[src/rtl/div_req_sequencer_if.sv]
// Bundle of the request, divider and result handshakes around div_req_sequencer.
// The slave modport is the sequencer's view; master is the surrounding logic.
interface div_req_sequencer_if #(
    parameter int N     = 64,
    parameter int M     = 64,
    parameter int DEPTH = 4,
    parameter int TAG_W = 4
);
    localparam int CW = $clog2(DEPTH) + 1;

    logic             in_valid;
    logic             in_ready;
    logic [N-1:0]     in_dividend;
    logic [N-1:0]     in_divisor;
    logic [TAG_W-1:0] in_tag;

    logic             div_start;
    logic [N-1:0]     div_dividend;
    logic [N-1:0]     div_divisor;
    logic [N-1:0]     div_quotient;
    logic [M-1:0]     div_remainder;
    logic             div_done;

    logic             out_valid;
    logic             out_ready;
    logic [N-1:0]     out_quotient;
    logic [M-1:0]     out_remainder;
    logic [TAG_W-1:0] out_tag;
    logic             out_div0;
    logic             out_err;

    logic [CW-1:0]    fifo_count;

    modport slave (
        input  in_valid, in_dividend, in_divisor, in_tag,
        input  div_quotient, div_remainder, div_done,
        input  out_ready,
        output in_ready,
        output div_start, div_dividend, div_divisor,
        output out_valid, out_quotient, out_remainder, out_tag, out_div0, out_err,
        output fifo_count
    );

    modport master (
        output in_valid, in_dividend, in_divisor, in_tag,
        output div_quotient, div_remainder, div_done,
        output out_ready,
        input  in_ready,
        input  div_start, div_dividend, div_divisor,
        input  out_valid, out_quotient, out_remainder, out_tag, out_div0, out_err,
        input  fifo_count
    );
endinterface

[src/rtl/div_req_sequencer.sv]
// Request FIFO + issue FSM in front of div_module: one divide in flight,
// local divide-by-zero handling and a timeout escape for a hung divider.
module div_req_sequencer #(
    parameter int N       = 64,
    parameter int M       = 64,
    parameter int DEPTH   = 4,
    parameter int TAG_W   = 4,
    parameter int TIMEOUT = 255
) (
    input logic               clk,
    input logic               rst,
    div_req_sequencer_if.slave bus
);
    localparam int AW = $clog2(DEPTH);
    localparam int CW = AW + 1;
    localparam int TW = $clog2(TIMEOUT + 1);
    localparam logic [TW-1:0] TO_LAST = TW'(TIMEOUT - 1);

    typedef struct packed {
        logic [N-1:0]     dvd;
        logic [N-1:0]     dvs;
        logic [TAG_W-1:0] tag;
    } req_t;

    typedef enum logic [1:0] {IDLE, ISSUE, WAIT, HOLD} state_t;

    req_t          mem [DEPTH];
    req_t          head;
    logic [AW-1:0] wr_ptr, rd_ptr;
    logic [CW-1:0] count;
    logic          full, empty, push, pop;

    state_t           state;
    logic [TW-1:0]    wcnt;
    logic [TAG_W-1:0] cur_tag;

    // full looks at the current count only, so a same-cycle pop never frees a slot early
    assign full           = (count == CW'(DEPTH));
    assign empty          = (count == '0);
    assign push           = bus.in_valid && !full;
    assign pop            = (state == IDLE) && !empty;
    assign head           = mem[rd_ptr];
    assign bus.in_ready   = !full;
    assign bus.fifo_count = count;

    always_ff @(posedge clk) begin
        if (push) mem[wr_ptr] <= '{dvd: bus.in_dividend, dvs: bus.in_divisor, tag: bus.in_tag};
    end

    always_ff @(posedge clk or negedge rst) begin
        if (!rst) begin
            wr_ptr <= '0;
            rd_ptr <= '0;
            count  <= '0;
        end else begin
            if (push) wr_ptr <= wr_ptr + 1'b1;
            if (pop)  rd_ptr <= rd_ptr + 1'b1;
            case ({push, pop})
                2'b10:   count <= count + 1'b1;
                2'b01:   count <= count - 1'b1;
                default: ;
            endcase
        end
    end

    always_ff @(posedge clk or negedge rst) begin
        if (!rst) begin
            state             <= IDLE;
            wcnt              <= '0;
            cur_tag           <= '0;
            bus.div_start     <= 1'b0;
            bus.div_dividend  <= '0;
            bus.div_divisor   <= '0;
            bus.out_valid     <= 1'b0;
            bus.out_quotient  <= '0;
            bus.out_remainder <= '0;
            bus.out_tag       <= '0;
            bus.out_div0      <= 1'b0;
            bus.out_err       <= 1'b0;
        end else begin
            case (state)
                IDLE: if (!empty) begin
                    cur_tag <= head.tag;
                    if (head.dvs == '0) begin
                        bus.out_quotient  <= '1;
                        bus.out_remainder <= M'(head.dvd);
                        bus.out_tag       <= head.tag;
                        bus.out_div0      <= 1'b1;
                        bus.out_err       <= 1'b0;
                        bus.out_valid     <= 1'b1;
                        state             <= HOLD;
                    end else begin
                        bus.div_dividend <= head.dvd;
                        bus.div_divisor  <= head.dvs;
                        bus.div_start    <= 1'b1;
                        state            <= ISSUE;
                    end
                end
                ISSUE: begin
                    bus.div_start <= 1'b0;
                    wcnt          <= '0;
                    state         <= WAIT;
                end
                WAIT: begin
                    // wcnt==0 is the guard cycle: a done level left over from the last op is ignored
                    if (wcnt != '0 && bus.div_done) begin
                        bus.out_quotient  <= bus.div_quotient;
                        bus.out_remainder <= bus.div_remainder;
                        bus.out_tag       <= cur_tag;
                        bus.out_div0      <= 1'b0;
                        bus.out_err       <= 1'b0;
                        bus.out_valid     <= 1'b1;
                        state             <= HOLD;
                    end else if (wcnt == TO_LAST) begin
                        bus.out_quotient  <= '0;
                        bus.out_remainder <= '0;
                        bus.out_tag       <= cur_tag;
                        bus.out_div0      <= 1'b0;
                        bus.out_err       <= 1'b1;
                        bus.out_valid     <= 1'b1;
                        state             <= HOLD;
                    end else begin
                        wcnt <= wcnt + 1'b1;
                    end
                end
                HOLD: if (bus.out_ready) begin
                    bus.out_valid <= 1'b0;
                    state         <= IDLE;
                end
                default: state <= IDLE;
            endcase
        end
    end
endmodule

[src/flat_wrapper.sv]
// flat-port wrapper written by rule: the top's interface ports become plain ports
module div_req_sequencer_flat 
#(
    parameter int N       = 64,
    parameter int M       = 64,
    parameter int DEPTH   = 4,
    parameter int TAG_W   = 4,
    parameter int TIMEOUT = 255
)
  (clk, rst, bus_in_valid, bus_in_dividend, bus_in_divisor, bus_in_tag, bus_div_quotient, bus_div_remainder, bus_div_done, bus_out_ready, bus_in_ready, bus_div_start, bus_div_dividend, bus_div_divisor, bus_out_valid, bus_out_quotient, bus_out_remainder, bus_out_tag, bus_out_div0, bus_out_err, bus_fifo_count);
  div_req_sequencer_if #(.N(N), .M(M), .DEPTH(DEPTH), .TAG_W(TAG_W)) bus_i ();
  input logic clk;
  input logic rst;
  input wire logic [$bits(bus_i.in_valid)-1:0] bus_in_valid;
  input wire logic [$bits(bus_i.in_dividend)-1:0] bus_in_dividend;
  input wire logic [$bits(bus_i.in_divisor)-1:0] bus_in_divisor;
  input wire logic [$bits(bus_i.in_tag)-1:0] bus_in_tag;
  input wire logic [$bits(bus_i.div_quotient)-1:0] bus_div_quotient;
  input wire logic [$bits(bus_i.div_remainder)-1:0] bus_div_remainder;
  input wire logic [$bits(bus_i.div_done)-1:0] bus_div_done;
  input wire logic [$bits(bus_i.out_ready)-1:0] bus_out_ready;
  output wire logic [$bits(bus_i.in_ready)-1:0] bus_in_ready;
  output wire logic [$bits(bus_i.div_start)-1:0] bus_div_start;
  output wire logic [$bits(bus_i.div_dividend)-1:0] bus_div_dividend;
  output wire logic [$bits(bus_i.div_divisor)-1:0] bus_div_divisor;
  output wire logic [$bits(bus_i.out_valid)-1:0] bus_out_valid;
  output wire logic [$bits(bus_i.out_quotient)-1:0] bus_out_quotient;
  output wire logic [$bits(bus_i.out_remainder)-1:0] bus_out_remainder;
  output wire logic [$bits(bus_i.out_tag)-1:0] bus_out_tag;
  output wire logic [$bits(bus_i.out_div0)-1:0] bus_out_div0;
  output wire logic [$bits(bus_i.out_err)-1:0] bus_out_err;
  output wire logic [$bits(bus_i.fifo_count)-1:0] bus_fifo_count;
  assign bus_i.in_valid = bus_in_valid;
  assign bus_i.in_dividend = bus_in_dividend;
  assign bus_i.in_divisor = bus_in_divisor;
  assign bus_i.in_tag = bus_in_tag;
  assign bus_i.div_quotient = bus_div_quotient;
  assign bus_i.div_remainder = bus_div_remainder;
  assign bus_i.div_done = bus_div_done;
  assign bus_i.out_ready = bus_out_ready;
  assign bus_in_ready = bus_i.in_ready;
  assign bus_div_start = bus_i.div_start;
  assign bus_div_dividend = bus_i.div_dividend;
  assign bus_div_divisor = bus_i.div_divisor;
  assign bus_out_valid = bus_i.out_valid;
  assign bus_out_quotient = bus_i.out_quotient;
  assign bus_out_remainder = bus_i.out_remainder;
  assign bus_out_tag = bus_i.out_tag;
  assign bus_out_div0 = bus_i.out_div0;
  assign bus_out_err = bus_i.out_err;
  assign bus_fifo_count = bus_i.fifo_count;
  div_req_sequencer #(.N(N), .M(M), .DEPTH(DEPTH), .TAG_W(TAG_W), .TIMEOUT(TIMEOUT)) u_core (.clk(clk), .rst(rst), .bus(bus_i));
endmodule
[config.mk]
export PLATFORM = sky130hd
export DESIGN_NAME = div_req_sequencer_flat
export DESIGN_NICKNAME = d
export VERILOG_FILES = /design/src/rtl/div_req_sequencer_if.sv /design/src/rtl/div_req_sequencer.sv /design/src/flat_wrapper.sv
export SDC_FILE = /design/constraint.sdc
export NUM_CORES = 1
export LEC_CHECK = 0
export ABC_CLOCK_PERIOD_IN_PS = 5200
export BUFFER_PORTS_ARGS = -buffer_cell sky130_fd_sc_hd__buf_2
export CAP_MARGIN = 20
export CORE_UTILIZATION = 40
export DETAILED_ROUTE_END_ITERATION = 8
export GPL_ROUTABILITY_DRIVEN = 0
export PLACE_DENSITY = 0.68
export SLEW_MARGIN = 25
export SYNTH_ARGS = -nofsm -noshare
export SYNTH_HDL_FRONTEND = slang
export SYNTH_SLANG_ARGS = --single-unit
export TNS_END_PERCENT = 1
[constraint.sdc]
create_clock -name clk -period 5.2 [get_ports clk]
set_clock_uncertainty 0.05 [all_clocks]
set_input_delay 1.56 -clock clk [delete_from_list [all_inputs] [get_ports clk]]
set_output_delay 1.56 -clock clk [all_outputs]
set_load 0.02 [all_outputs]
==> impl_results.md, run 1 <==
* Outcome: finished, final reports clean
* Gr usage total at 21.0%
* Post-synth ARST share at 35.1%
* Slew headroom at 33.7%
* FMAX at 226 MHz
* Peak supply drop at 0.598 mV
* Fin. max-slew vios at 0
* Post-CTS sizing at 0
* Logic gate share of total power at 43.3%
* DRC at 0
* Mean post-synth cell area at 15.3 µm²
* Die width at 297 µm
* R2r worst-path depth at 10
* Cell row count at 107
* Pwr per Cell Area at 694 mW/mm²
* Total gr overflow at 0
* Cell area after layout at 0.0417 mm²
* Slowest Stage Delay on Critical Path at 0.60 ns
* Port Buffers at 532
* CP Buf/Inv Count at 4
* Setup bufs post-CTS at 0
* Sw Pwr at 11.5 mW
* Die height at 297 µm
* Worst hold stages at 1
* Fin crit share at 85.0%
* Ports at 533
* Leak at 16.4 nW
* Seq pwr share at 35.3%
* Multi-input logic area at 0.0107 mm²
* Placed cell areas at 0.0387 mm²
* First-pass GRT wire length at 143000 µm
* Core ar. at 0.0857 mm²
* Post-DRT Antenna Nets at 0
* Final Net Count at 3040
* YS warnings at 0
* Vias in the first global route at 22930
* Most frequent cells in the layout: 531 x buf_2, 528 x edfxtp_1, 283 x nand2_1, 283 x dfrtp_1, 132 x mux4_2
* Post-Route WL at 94100 µm
* 1st-iter DRT viols at 1888
* Area growth syn-to-layout at 19.9%
* Cell count after synthesis at 2270
* Synth unique cells at 49
* Most common cell after layout, fill and taps aside: buf_2
* Setup TNS at 0 ns
* CP max-delay cell: dfrtp_4
* Initial Util at 40.6%
* CTS Buffer Depth at 3
* Worst EP required at 5.62 ns
* Clock Power Share at 21.4%
* Worst-path maximum fanout at 40
* Arr. time, crit path at 4.84 ns
* Number of enable flip-flop cells after synthesis at 528
* Hold_ws at 0.430 ns
* Switching share of total power at 39.8%
* Crit-path cells: buf_12 -> buf_4 -> mux4_2 -> nor4_1 -> buf_4 -> nand4_1 -> or4_4 -> and2_4 -> buf_4 -> mux2_1
* CP Launch Type: flop
* Yosys reg bits at 813
* Tightest Pin Transition at 0.995 ns
* Clock net sink count at 813
* H-tree Lvls at 3
* Seq/Total Area, Yosys at 66.1%
* Fillcell total at 7305
* Tmin final at 4.42 ns
* DR WL/cell at 23.5 µm
* Full die area at 0.0881 mm²
* CTS tree: built
* Crit path depth at 10
* Root Buffer: clkbuf_16
* Hold_buf cts at 0
* DRT Pass-1 Iters at 6
* Via count at 22633
* Finished Layout Cells at 4003
* Main flop type after synthesis: edfxtp_1
* Clk pin slew, worst setup/hold paths at 0.06 ns
* CP dominant cell by count: buf_4
* Register Area at 0.0230 mm²
* Worst reg2reg setup slack at 0.78 ns
* RSZ-0062 raised after global routing: no
* Largest net degree at the start of global routing at 150
* Vias per cell at 5.65
* Max Cap Viol at 0
* Type of the tightest min-delay check: reg2reg
* Final hold viol count at 0
* Final Util at 48.7%
* Nature of the critical path endpoint: flop
* Clk Latency, worst-skew pair at 0.66 ns
* CTS buffer count at 87
* Share of cells above drive strength 1 at 33.1%
* Placed cells at 3815
* Crit path max-delay family: simple AND/OR/NAND/NOR gates
* Net count after synthesis at 2549
* Hpwl dp at 61600 µm
* Internal at 17.4 mW
* Setup violations, final at 0
* Crit path kind: reg2reg
* Cell area after synthesis at 0.0348 mm²
* Initial antenna violation count at 38
==> worst register-to-register path, cell delays in order, from the launching register on <==
cell and delay, ns:
dfrtp_4 0.60, buf_12 0.31, buf_4 0.33, mux4_2 0.55, nor4_1 0.49, buf_4 0.21
nand4_1 0.07, or4_4 0.50, and2_4 0.42, buf_4 0.36, mux2_1 0.36
==> flip-flops by register name, indices dropped and copies added, names as in the netlist <==
| signal | count |
|---|---|
| u_core.bus.div_start | 1 |
| u_core.bus.fifo_count | 3 |
| u_core.bus.out_remainder | 64 |
| u_core.bus.div_divisor | 64 |
| u_core.cur_tag | 4 |
| u_core.wcnt | 8 |
| u_core.bus.out_quotient | 64 |
| u_core.state | 2 |
| u_core.bus.out_err | 1 |
| u_core.mem | 528 |
| u_core.bus.out_div0 | 1 |
| u_core.wr_ptr | 2 |
| u_core.bus.out_valid | 1 |
| u_core.bus.div_dividend | 64 |
| u_core.rd_ptr | 2 |
| u_core.bus.out_tag | 4 |
==> cells by family after synthesis <==
kind of cell,after synthesis,synth area share (%)
compound gates,415,9.80
xor+xnor,9,0.227
fa+ha+maj,14,0.526
buf+inv,263,3.29
flops,813,66.1
mux,331,14.7
simple gates,425,5.28
==> cells in the mapped netlist (all sizes together), types with 2 or more instances <==
library cell	number	area, µm²
a211o	64	561
a211oi	66	495
a21oi	70	350
a221oi	65	882
a32o	64	641
and2	2	15.0
and3	9	56.3
buf	64	397
clkbuf	117	439
dfrtp	285	7130
edfxtp	528	15900
ha	13	163
inv	81	304
mux2	129	1450
mux2i	70	701
mux4	132	2970
nand2	283	1060
nand3	78	390
nand4	12	75.1
nor2	13	51.3
nor3	3	15.0
nor4	16	100
o21ai	73	365
o2bb2ai	3	26.3
or4	6	45.0
xnor2	7	61.3
xor2	2	17.5
==> stage by stage <==
step | power [mW] | setup slack [ns]
finish | 28.9 | 0.777
global route | 30.4 | 0.524
CTS | 29.2 | 0.670
detailed placement | 22.9 | 0.694
global placement | 22.4 | 0.700
floorplan | 18.8 | 0.0108
==> metal layers <==
layer	vias up	GRT usage [%]	wire (µm)
met2	1062	33.3	44600
met4	28	8.89	3740
li1	9847	-	-
met1	11480	27.5	37700
met3	216	5.27	7880
met5	-	0	175
==> cell type report <==
class	instances	share of cell area [%]
Tap cell	1144	3.43
Antenna cell	24	0.144
Clock inverter	38	1.10
Multi-Input combinational cell	1194	25.7
Sequential cell	813	55.1
Timing Repair Buffer	583	7.80
Clock buffer	125	5.90
Inverter	82	0.759
==> power groups by stage <==
stage | clock (mW) | combinational [mW] | sequential, mW
6_report | 6.19 | 12.5 | 10.2
3_3_place_gp | 0 | 12.2 | 10.2
4_1_cts | 6.32 | 12.6 | 10.2
2_1_floorplan | 0 | 7.49 | 11.3
3_5_place_dp | 0 | 12.6 | 10.3
5_1_grt | 6.55 | 13.5 | 10.4
==> path summary, 6_finish.rpt <==
path | from | end
min | u_core.bus.div_dividend[27] | u_core.bus.div_dividend[27]
max | u_core.rd_ptr[0] | u_core.bus.div_dividend[58]
max in group asynchronous | rst | u_core.bus.out_quotient[12]
min in group asynchronous | rst | u_core.bus.div_dividend[0]
min reg2reg | u_core.bus.div_dividend[27] | u_core.bus.div_dividend[27]
max reg2reg | u_core.rd_ptr[0] | u_core.bus.div_dividend[58]
Power figures use the tool's default switching activity.
==> run 2: changes to the inputs <==
- CORE_UTILIZATION: 40 -> 45
- CTS_CLUSTER_DIAMETER: not set -> 50
- PLACE_DENSITY: 0.68 -> 0.74
==> run 2 against run 1 <==
Compared with the run above:
- first-iteration DRC count grew 3.4%
- critical endpoint is now u_core.bus.out_remainder[16]
- largest power group unchanged
- highest routed layer unchanged
- fmax shrank 3.3%
- final cell count shrank 2.6%
- core utilization grew 6.4 points
==> impl_results.md, run 2 (synthesis gave the netlist of run 1 again) <==
* Outcome: finished, final reports clean
* Setup ws final at 0.628 ns
* Vias per cell at 5.79
* Hpwl dp at 60400 µm
* CTS Buffer Depth at 3
* Initial Util at 45.6%
* 1st-iter DRT viols at 1952
* Clock net sink count at 813
* Nature of the critical path endpoint: flop
* Root Buffer: clkbuf_16
* Vias in the first global route at 23033
* Ports at 533
* FMAX at 219 MHz
* DR WL/cell at 24.2 µm
* Max FFs per register at 528
* Fin. max-slew vios at 0
* Register Area at 0.0230 mm²
* Hold_buf cts at 0
* Initial antenna violation count at 35
* Post-Route WL at 94500 µm
* Clk Latency, worst-skew pair at 0.67 ns
* Die width at 280 µm
* DRT Pass-1 Iters at 6
* Share of cells above drive strength 1 at 33.6%
* Leak at 16.6 nW
* Core ar. at 0.0762 mm²
* Port Buffers at 532
* Tightest Pin Transition at 1.09 ns
* Worst-path maximum fanout at 54
* Cell row count at 101
* Pre-CTS setup slack at 0.614 ns
* Post-DRT Antenna Nets at 0
* Pwr per Cell Area at 709 mW/mm²
* CP max-delay cell: dfrtp_4
* Slowest Stage Delay on Critical Path at 0.73 ns
* Most frequent cells in the layout: 531 x buf_2, 528 x edfxtp_1, 283 x nand2_1, 283 x dfrtp_1, 132 x mux4_2
* First-pass GRT wire length at 141000 µm
* DRC at 0
* Most flops, register: u_core.mem
* CP Buf/Inv Count at 4
* Slew headroom at 27.2%
* Type of the tightest min-delay check: reg2reg
* Crit-path cells: buf_12 -> buf_12 -> mux4_2 -> nor4_1 -> nand4_1 -> or4_4 -> buf_4 -> buf_4 -> mux2i_1 -> a211o_1
* Total gr overflow at 0
* Largest net degree at the start of global routing at 119
* Crit Reg-Reg Startpoint: u_core.rd_ptr[0]
* Clk pin slew, worst setup/hold paths at 0.06 ns
* Setup bufs post-CTS at 0
* Crit path max-delay family: simple AND/OR/NAND/NOR gates
* Final hold viol count at 0
* Die height at 280 µm
* Full die area at 0.0784 mm²
* Worst reg2reg setup slack at 0.63 ns
* Area growth syn-to-layout at 20.8%
* Setup violations, final at 0
* Multi-input logic area at 0.0107 mm²
* Max Cap Viol at 0
* Post-CTS sizing at 0
* Final Net Count at 3045
* Crit path kind: reg2reg
* Min-delay src: u_core.bus.div_dividend[19]
* Fillcell total at 6022
* RSZ-0062 raised after global routing: no
* Tmin final at 4.57 ns
* Via count at 22564
* Fin crit share at 87.9%
* Peak supply drop at 0.508 mV
* Power Total at 29.8 mW
* Worst EP required at 5.68 ns
* Gr usage total at 23.7%
* CTS tree: built
* CP Launch Type: flop
* Worst setup startpoint: u_core.rd_ptr[0]
* Most common cell after layout, fill and taps aside: buf_2
* Arr. time, crit path at 5.05 ns
* H-tree Lvls at 3
* CTS buffer count at 97
* Setup TNS at 0 ns
[run 2: stage by stage]
step / hold slack (ns) / utilization [%] / instances / area, µm²
detailed placement: 0.419 / 50.6 / 3697 / 38600
global placement: 0.413 / 50.6 / 3697 / 38500
floorplan: 0.417 / - / 2270 / 34800
finish: 0.427 / 55.1 / 3899 / 42000
global route: 0.450 / 55.1 / 3895 / 42000
CTS: 0.432 / 55.0 / 3880 / 41900
[run 2: worst register-to-register path, delay by kind of cell, from the launching register on]
kind                   cells  cell delay (ns)
flip-flops                 1             0.73
AO/OA/AOI/OAI              1             0.33
AND/OR/NAND/NOR            3             1.28
multiplexers               2             0.83
buffers and inverters      4             1.23
[run 2: worst paths after layout]
check,cells after the start,to
setup / recovery,10,u_core.bus.out_remainder[16]
hold / removal,1,u_core.bus.div_dividend[19]
setup reg to reg,10,u_core.bus.out_remainder[16]
hold reg to reg,1,u_core.bus.div_dividend[19]
max in group asynchronous,2,u_core.bus.fifo_count[0]
min in group asynchronous,1,u_core.bus.div_dividend[12]
[run 2: where the power goes]
group	internal, mW	switching, mW	total, mW
Clock	4.17	2.81	6.98
Sequential	9.03	1.14	10.2
Combinational	4.79	7.84	12.6
Total	18.0	11.8	29.8
[run 2: per-layer routing]
metal	share of wire, %	track usage [%]
met2	48	38.4
met5	0.20	0
met3	8.6	7.01
met4	4.0	9.82
met1	39	29.6
[run 2: area by class of cell]
type                       instances  area share [%]
inverter                          82           0.745
antenna                           19           0.113
multi-input combinational       1194            25.6
clock buffer                     122            6.20
clock inverter                    61            1.86
timing repair buffer             578            7.67
tap                             1030            3.07
sequential                       813            54.8
